**config.mk**
```make
export PLATFORM = sky130hd
export DESIGN_NAME = period_loader
export DESIGN_NICKNAME = d
export VERILOG_FILES = /design/src/rtl/period_loader.sv
export SDC_FILE = /design/constraint.sdc
export NUM_CORES = 1
export LEC_CHECK = 0
export ABC_CLOCK_PERIOD_IN_PS = 2250
export BUFFER_PORTS_ARGS = -buffer_cell sky130_fd_sc_hd__buf_2
export CORE_MARGIN = 2
export CORE_UTILIZATION = 54
export DETAILED_ROUTE_END_ITERATION = 10
export GPL_TIMING_DRIVEN = 1
export PLACE_DENSITY_LB_ADDON = 0.2
export SKIP_CTS_REPAIR_TIMING = 1
export SLEW_MARGIN = 20
export SYNTH_ARGS = -nofsm -noshare
export SYNTH_HDL_FRONTEND = slang
export SYNTH_SLANG_ARGS = --single-unit
```
**constraint.sdc**
```tcl
create_clock -name clk -period 2.25 [get_ports clk]
set_clock_uncertainty 0.1 [all_clocks]
set_input_delay 0 -clock clk [delete_from_list [all_inputs] [get_ports clk]]
set_output_delay 0 -clock clk [all_outputs]
set_load 0.02 [all_outputs]
```
**src/rtl/period_loader.sv**
```systemverilog
// period_loader: serial configuration front-end for the frequency counter.
// It receives a 16-bit command frame over an asynchronous cs_n/sclk/sdata
// link, validates it and presents a new counting-window length on period
// together with a one-cycle period_load strobe. Rejected frames pulse
// frame_err and leave period untouched.
module period_loader #(
  parameter int BITS           = 12,
  parameter int DEFAULT_PERIOD = 1200,
  parameter int MIN_PERIOD     = 16
) (
  input  logic            clk,
  input  logic            reset,
  input  logic            cs_n,
  input  logic            sclk,
  input  logic            sdata,
  output logic [BITS-1:0] period,
  output logic            period_load,
  output logic            frame_err,
  output logic            busy
);

  localparam int          CMD_BITS    = 4;
  localparam int          FRAME_BITS  = CMD_BITS + BITS;
  localparam logic [3:0]  CMD_LOAD    = 4'hA;
  localparam logic [3:0]  CMD_DEFAULT = 4'h5;
  localparam logic [4:0]  CNT_FULL    = 5'(FRAME_BITS);
  localparam logic [4:0]  CNT_SAT     = 5'(FRAME_BITS + 1);

  typedef enum logic [2:0] {
    ST_IDLE      = 3'd0,
    ST_SHIFT     = 3'd1,
    ST_CHECK     = 3'd2,
    ST_LOAD      = 3'd3,
    ST_WAIT_HIGH = 3'd4
  } state_t;

  state_t                  state_r;
  state_t                  next_state_s;

  logic                    cs_meta_r, cs_sync_r, cs_prev_r;
  logic                    sclk_meta_r, sclk_sync_r, sclk_prev_r;
  logic                    sdata_meta_r, sdata_sync_r;
  logic [1:0]              settle_r;
  logic [FRAME_BITS-1:0]   shift_r;
  logic [4:0]              bit_cnt_r;

  logic                    cs_fall_s, cs_rise_s, sclk_rise_s, settle_done_s;
  logic                    shift_clr_s, shift_en_s;
  logic [CMD_BITS-1:0]     cmd_s;
  logic [BITS-1:0]         data_s;
  logic                    frame_ok_s;
  logic                    load_s, err_s;
  logic [BITS-1:0]         load_value_s;

  // Two-flop synchronisers plus a third stage on cs_n and sclk for edge detection.
  always_ff @(posedge clk) begin
    if (reset) begin
      cs_meta_r    <= 1'b1;
      cs_sync_r    <= 1'b1;
      cs_prev_r    <= 1'b1;
      sclk_meta_r  <= 1'b0;
      sclk_sync_r  <= 1'b0;
      sclk_prev_r  <= 1'b0;
      sdata_meta_r <= 1'b1;
      sdata_sync_r <= 1'b1;
    end else begin
      cs_meta_r    <= cs_n;
      cs_sync_r    <= cs_meta_r;
      cs_prev_r    <= cs_sync_r;
      sclk_meta_r  <= sclk;
      sclk_sync_r  <= sclk_meta_r;
      sclk_prev_r  <= sclk_sync_r;
      sdata_meta_r <= sdata;
      sdata_sync_r <= sdata_meta_r;
    end
  end

  // Settle counter: the synchroniser reset values are not real samples, so the
  // post-reset wait must not trust cs_n until the pipeline holds pin data.
  always_ff @(posedge clk) begin
    if (reset) begin
      settle_r <= 2'd0;
    end else if (settle_r != 2'd3) begin
      settle_r <= settle_r + 2'd1;
    end else begin
      settle_r <= settle_r;
    end
  end

  assign cs_fall_s     = cs_prev_r & ~cs_sync_r;
  assign cs_rise_s     = ~cs_prev_r & cs_sync_r;
  assign sclk_rise_s   = ~sclk_prev_r & sclk_sync_r;
  assign settle_done_s = (settle_r == 2'd3);

  assign cmd_s  = shift_r[FRAME_BITS-1 -: CMD_BITS];
  assign data_s = shift_r[BITS-1:0];

  assign frame_ok_s   = (bit_cnt_r == CNT_FULL) &&
                        (((cmd_s == CMD_LOAD) && (data_s >= BITS'(MIN_PERIOD))) ||
                         (cmd_s == CMD_DEFAULT));
  assign load_value_s = (cmd_s == CMD_LOAD) ? data_s : BITS'(DEFAULT_PERIOD);
  assign load_s       = (state_r == ST_CHECK) && frame_ok_s;
  assign err_s        = (state_r == ST_CHECK) && !frame_ok_s;

  // FSM state register.
  always_ff @(posedge clk) begin
    if (reset) begin
      state_r <= ST_WAIT_HIGH;
    end else begin
      state_r <= next_state_s;
    end
  end

  // Next-state decode; a cs_n rise takes priority over a coincident sclk rise.
  always_comb begin
    next_state_s = state_r;
    shift_clr_s  = 1'b0;
    shift_en_s   = 1'b0;
    case (state_r)
      ST_WAIT_HIGH: begin
        if (settle_done_s && cs_sync_r) begin
          next_state_s = ST_IDLE;
        end else begin
          next_state_s = ST_WAIT_HIGH;
        end
      end
      ST_IDLE: begin
        if (cs_fall_s) begin
          shift_clr_s  = 1'b1;
          next_state_s = ST_SHIFT;
        end else begin
          next_state_s = ST_IDLE;
        end
      end
      ST_SHIFT: begin
        if (cs_rise_s) begin
          next_state_s = ST_CHECK;
        end else if (sclk_rise_s) begin
          shift_en_s   = 1'b1;
          next_state_s = ST_SHIFT;
        end else begin
          next_state_s = ST_SHIFT;
        end
      end
      ST_CHECK: begin
        if (frame_ok_s) begin
          next_state_s = ST_LOAD;
        end else begin
          next_state_s = ST_IDLE;
        end
      end
      ST_LOAD: begin
        next_state_s = ST_IDLE;
      end
      default: begin
        next_state_s = ST_IDLE;
      end
    endcase
  end

  // Frame shift register and saturating bit counter (17 means overflow).
  always_ff @(posedge clk) begin
    if (reset) begin
      shift_r   <= '0;
      bit_cnt_r <= 5'd0;
    end else if (shift_clr_s) begin
      shift_r   <= '0;
      bit_cnt_r <= 5'd0;
    end else if (shift_en_s) begin
      shift_r   <= {shift_r[FRAME_BITS-2:0], sdata_sync_r};
      bit_cnt_r <= (bit_cnt_r == CNT_SAT) ? bit_cnt_r : bit_cnt_r + 5'd1;
    end else begin
      shift_r   <= shift_r;
      bit_cnt_r <= bit_cnt_r;
    end
  end

  // Registered outputs; strobes are issued on the CHECK decision edge so they
  // are high while the FSM sits in LOAD (or back in IDLE for an error).
  always_ff @(posedge clk) begin
    if (reset) begin
      period      <= BITS'(DEFAULT_PERIOD);
      period_load <= 1'b0;
      frame_err   <= 1'b0;
      busy        <= 1'b0;
    end else begin
      period_load <= load_s;
      frame_err   <= err_s;
      busy        <= (next_state_s == ST_SHIFT) || (next_state_s == ST_CHECK) ||
                     (next_state_s == ST_LOAD);
      if (load_s) begin
        period <= load_value_s;
      end else begin
        period <= period;
      end
    end
  end

endmodule

```
==> impl_metrics.xml <==
<?xml version="1.0" encoding="UTF-8"?>
<metrics>
  <group name="floorplan">
    <metric name="design.die.area" unit="sq mm">0.00400</metric>
    <metric name="core_area" unit="sq mm">0.00336</metric>
    <metric name="die_height" unit="um">63.3</metric>
    <metric name="num_rows" unit="">21</metric>
    <metric name="die_w" unit="um">63.3</metric>
    <metric name="num_io_pins" unit="">20</metric>
    <metric name="starting_density" unit="%">56.4</metric>
  </group>
  <group name="global_route">
    <metric name="gr-total-overflow" unit="">0</metric>
    <metric name="wire_length_of_the_first_global_routing_pass" unit="um">5780</metric>
    <metric name="initial_antenna_violation_count" unit="">0</metric>
    <metric name="groute.layer.met3.usage" unit="%">5.89</metric>
    <metric name="grt_most_used_layer" unit="">met2</metric>
    <metric name="number_of_global_route_vias_before_repair" unit="">1308</metric>
    <metric name="grt_util_met2" unit="%">33.0</metric>
    <metric name="grt_max_degree" unit="">22</metric>
    <metric name="gr-usage-met1" unit="%">20.2</metric>
    <metric name="track_usage" unit="%">18.6</metric>
  </group>
  <group name="worst_setup_path">
    <metric name="regToRegEndpoint" unit="">period[11]$_SDFFE_PP0N_</metric>
    <metric name="crit_fanout" unit="">16</metric>
    <metric name="critical_path_class" unit="">reg2reg</metric>
    <metric name="r2r_setup_slack" unit="ps">550</metric>
    <metric name="arrival" unit="ps">1870</metric>
    <metric name="critPathRequiredTime" unit="ps">2410</metric>
    <metric name="worst_setup_path_start_kind" unit="">flip-flop</metric>
    <metric name="critical_path.slowest_cell" unit="">sky130_fd_sc_hd__dfxtp_1</metric>
    <metric name="path_cells" unit="">or3b_1 &gt; nor2_2 &gt; o21ai_2 &gt; buf_4 &gt; a32o_1</metric>
    <metric name="worst_path_largest_cell_delay" unit="ps">430</metric>
    <metric name="rr_startpoint" unit="">state_r[1]$_SDFF_PP0_</metric>
    <metric name="cp-end-kind" unit="">flip-flop</metric>
    <metric name="reg2reg_depth" unit="">5</metric>
  </group>
  <group name="cts">
    <metric name="cts_tree" unit="">yes</metric>
    <metric name="clock-sinks" unit="">49</metric>
    <metric name="clock_path_buffers" unit="">2</metric>
    <metric name="number_of_buffers_added_by_the_clock_tree_synthesis_step" unit="">5</metric>
    <metric name="clk_latency" unit="ps">370</metric>
    <metric name="clk_pin_slew" unit="ps">130</metric>
    <metric name="cts_root_buf" unit="">sky130_fd_sc_hd__clkbuf_4</metric>
    <metric name="cts.htree.levels" unit="">2</metric>
  </group>
  <group name="detailed_routing">
    <metric name="routed_wire_per_std_cell" unit="um">13.6</metric>
    <metric name="routed_wirelength" unit="um">3490</metric>
    <metric name="detail_route.drc_violations" unit="">0</metric>
    <metric name="initialDrtViolationCount" unit="">41</metric>
    <metric name="drt_first_pass_iters" unit="">4</metric>
    <metric name="dr_total_vias" unit="">1385</metric>
    <metric name="route.antenna.remaining_nets" unit="">0</metric>
    <metric name="vias_per_cell" unit="">5.39</metric>
  </group>
  <group name="synthesis">
    <metric name="post_synth_most_frequent_cells" unit="">sky130_fd_sc_hd__dfxtp_1, sky130_fd_sc_hd__nor2_1, sky130_fd_sc_hd__mux2i_1</metric>
    <metric name="syn-mean-instance-area" unit="sq um">10.4</metric>
    <metric name="async_reset_ff_share" unit="%">0</metric>
    <metric name="count_of_distinct_cell_types_in_the_synthesized_netlist" unit="">41</metric>
    <metric name="synth.net_count" unit="">192</metric>
    <metric name="synthMostInstantiatedCell" unit="">sky130_fd_sc_hd__dfxtp_1</metric>
    <metric name="synth_edf_count" unit="">0</metric>
    <metric name="post_synth_instance_area" unit="sq mm">0.00190</metric>
    <metric name="yosysTopAreaCellShare" unit="%">51.7</metric>
    <metric name="synth.yosys.seq_area_share" unit="%">51.7</metric>
    <metric name="postSynthRegisterBits" unit="">49</metric>
    <metric name="synth-main-ff-cell" unit="">sky130_fd_sc_hd__dfxtp_1</metric>
    <metric name="yosys-top-cells-area" unit="">sky130_fd_sc_hd__dfxtp_1, sky130_fd_sc_hd__mux2i_1, sky130_fd_sc_hd__nor2_1, sky130_fd_sc_hd__a32o_1, sky130_fd_sc_hd__ha_1</metric>
    <metric name="yosys_warnings" unit="">0</metric>
    <metric name="cell_count_after_synthesis" unit="">183</metric>
    <metric name="yosysTopAreaCell" unit="">sky130_fd_sc_hd__dfxtp_1</metric>
  </group>
  <group name="pwr">
    <metric name="p_switching" unit="mW">0.309</metric>
    <metric name="share_seq_of_total_power" unit="%">66.7</metric>
    <metric name="power.share.clock" unit="%">28.6</metric>
    <metric name="peakVddDrop" unit="V">0.000561</metric>
    <metric name="combPwrFrac" unit="%">4.8</metric>
    <metric name="p_sw_share" unit="%">23.0</metric>
    <metric name="p_leak" unit="nW">0.933</metric>
    <metric name="cell_internal_pwr" unit="mW">1.03</metric>
    <metric name="pwr_density_cell" unit="mW/mm^2">630</metric>
  </group>
  <group name="final_layout">
    <metric name="fin_cells" unit="">257</metric>
    <metric name="num_antenna_cells" unit="">0</metric>
    <metric name="seqCellArea" unit="sq um">981</metric>
    <metric name="final_nets" unit="">219</metric>
    <metric name="area_added_between_synthesis_and_finish" unit="%">12.2</metric>
    <metric name="multiInputGateArea" unit="sq um">831</metric>
    <metric name="num-fill-cells" unit="">319</metric>
    <metric name="drive_gt1_share" unit="%">20.4</metric>
  </group>
  <group name="sta">
    <metric name="final-hold-violation-count" unit="">0</metric>
    <metric name="max_slew.worst_pin.slew" unit="ps">364</metric>
    <metric name="final.period_utilization" unit="%">75.7</metric>
    <metric name="max-slew-margin-rel" unit="%">75.4</metric>
    <metric name="setup_tns" unit="ps">0</metric>
    <metric name="rsz0062_at_grt" unit="">no</metric>
    <metric name="setup_viol" unit="">0</metric>
    <metric name="timing_max_transition_violations_final" unit="">0</metric>
    <metric name="timing.fmax" unit="MHz">587</metric>
    <metric name="timing.final.crit_period" unit="ps">1700</metric>
  </group>
  <group name="worst_hold_path">
    <metric name="whs_endpoint" unit="">cs_meta_r$_SDFF_PP1_</metric>
    <metric name="type_of_the_tightest_min_delay_check" unit="">in2reg</metric>
    <metric name="hold_path_depth" unit="">3</metric>
    <metric name="hold_path_startpoint" unit="">cs_n</metric>
  </group>
  <group name="flow_run">
    <metric name="max_cap_violations" unit="">0</metric>
  </group>
  <group name="place">
    <metric name="place.gp.congestion" unit="">0.795</metric>
    <metric name="dp.cells" unit="">244</metric>
    <metric name="input_output_buffers" unit="">19</metric>
    <metric name="hpwlAfterDp" unit="um">2400</metric>
  </group>
  <group name="run_status">
    <metric name="outcome" unit="">finished clean</metric>
  </group>
</metrics>
sequential cells by signal, indices dropped and copies added, names as in the netlist:
register / flops
sdata_sync_r: 1
sclk_sync_r: 1
bit_cnt_r: 5
cs_prev_r: 1
cs_sync_r: 1
busy: 1
sclk_meta_r: 1
period: 12
state_r: 3
sdata_meta_r: 1
sclk_prev_r: 1
cs_meta_r: 1
period_load: 1
shift_r: 16
settle_r: 2
frame_err: 1
worst max-delay path by stage:
stage                              from                 endpoint  slack [ps]
2_1_floorplan     state_r[1]$_SDFF_PP0_   period[8]$_SDFFE_PP0N_         680
3_3_place_gp    shift_r[9]$_SDFFE_PP0P_   period[2]$_SDFFE_PP0N_         600
3_5_place_dp   shift_r[14]$_SDFFE_PP0P_   period[4]$_SDFFE_PP1N_         570
4_1_cts        shift_r[14]$_SDFFE_PP0P_   period[5]$_SDFFE_PP1N_         540
5_1_grt         shift_r[9]$_SDFFE_PP0P_  period[11]$_SDFFE_PP0N_         420
6_report          state_r[1]$_SDFF_PP0_  period[11]$_SDFFE_PP0N_         550
layout by cell type (no fill, tap or decap), types with 2 or more instances in the layout:
cell	n
sky130_fd_sc_hd__dfxtp_1	49
sky130_fd_sc_hd__nor2_1	29
sky130_fd_sc_hd__buf_2	19
sky130_fd_sc_hd__mux2i_1	18
sky130_fd_sc_hd__inv_1	8
sky130_fd_sc_hd__nand2_1	8
sky130_fd_sc_hd__a32o_1	8
sky130_fd_sc_hd__nor2b_1	5
sky130_fd_sc_hd__a21oi_1	5
sky130_fd_sc_hd__or2_2	5
sky130_fd_sc_hd__clkbuf_4	5
sky130_fd_sc_hd__dlygate4sd3_1	5
sky130_fd_sc_hd__a22oi_1	4
sky130_fd_sc_hd__ha_1	4
sky130_fd_sc_hd__buf_4	4
sky130_fd_sc_hd__a21o_1	2
sky130_fd_sc_hd__o211ai_1	2
sky130_fd_sc_hd__or4_1	2
sky130_fd_sc_hd__nand4bb_1	2
sky130_fd_sc_hd__nor4_1	2
sky130_fd_sc_hd__o21ai_0	2
sky130_fd_sc_hd__clkinv_2	2
kinds of logic (layout without fill, tap and decap cells):
group / after synthesis / in the layout / synth area share [%]
mux: 18 / 18 / 9.49
flops: 49 / 49 / 51.7
buf+inv: 17 / 45 / 4.55
simple gates: 65 / 65 / 19.2
compound gates: 28 / 28 / 11.5
fa+ha+maj: 4 / 4 / 2.64
xor+xnor: 2 / 2 / 0.923
through the flow:
| stage | hold WS [ps] | util, % | total power [mW] | worst slack [ps] | area [sq um] |
|---|---|---|---|---|---|
| floorplan | 3.81 | - | 0.954 | 681 | 1900 |
| global placement | 86.4 | 60.3 | 0.967 | 605 | 2030 |
| detailed placement | 87.1 | 60.3 | 0.972 | 574 | 2030 |
| CTS | -302 | 61.8 | 1.35 | 542 | 2080 |
| global route | 220 | 63.3 | 1.41 | 425 | 2130 |
| finish | 240 | 63.3 | 1.34 | 547 | 2130 |
critical path, delay by kind of cell (launching register included):
family                 cells  cell delay, ps
and+or+nand+nor            2             540
buffers and inverters      1             200
DFF                        1             430
AOI/OAI and AO/OA          2             340
power groups by stage:
| stage | registers [mW] | clock network (mW) | logic, mW |
|---|---|---|---|
| 2_1_floorplan | 0.911 | 0 | 0.0425 |
| 3_3_place_gp | 0.913 | 0 | 0.0543 |
| 3_5_place_dp | 0.914 | 0 | 0.0575 |
| 4_1_cts | 0.895 | 0.397 | 0.0582 |
| 5_1_grt | 0.897 | 0.435 | 0.0745 |
| 6_report | 0.895 | 0.384 | 0.0641 |
layer usage:
metal	routed length (um)	vias to the layer above
met2	1800	20
met1	1500	664
li1	-	694
met5	0	-
met4	53	0
met3	136	7
final cells by class:
cell class                      count  share of cell area, %
Sequential cell                    49                   46.1
Multi-Input combinational cell    117                   39.0
Timing Repair Buffer               28                   8.23
Tap cell                           46                   2.70
Clock buffer                        6                   1.94
Inverter                            9                   1.59
Clock inverter                      2                  0.470
No activity file was read; power rests on OpenSTA's default activity.
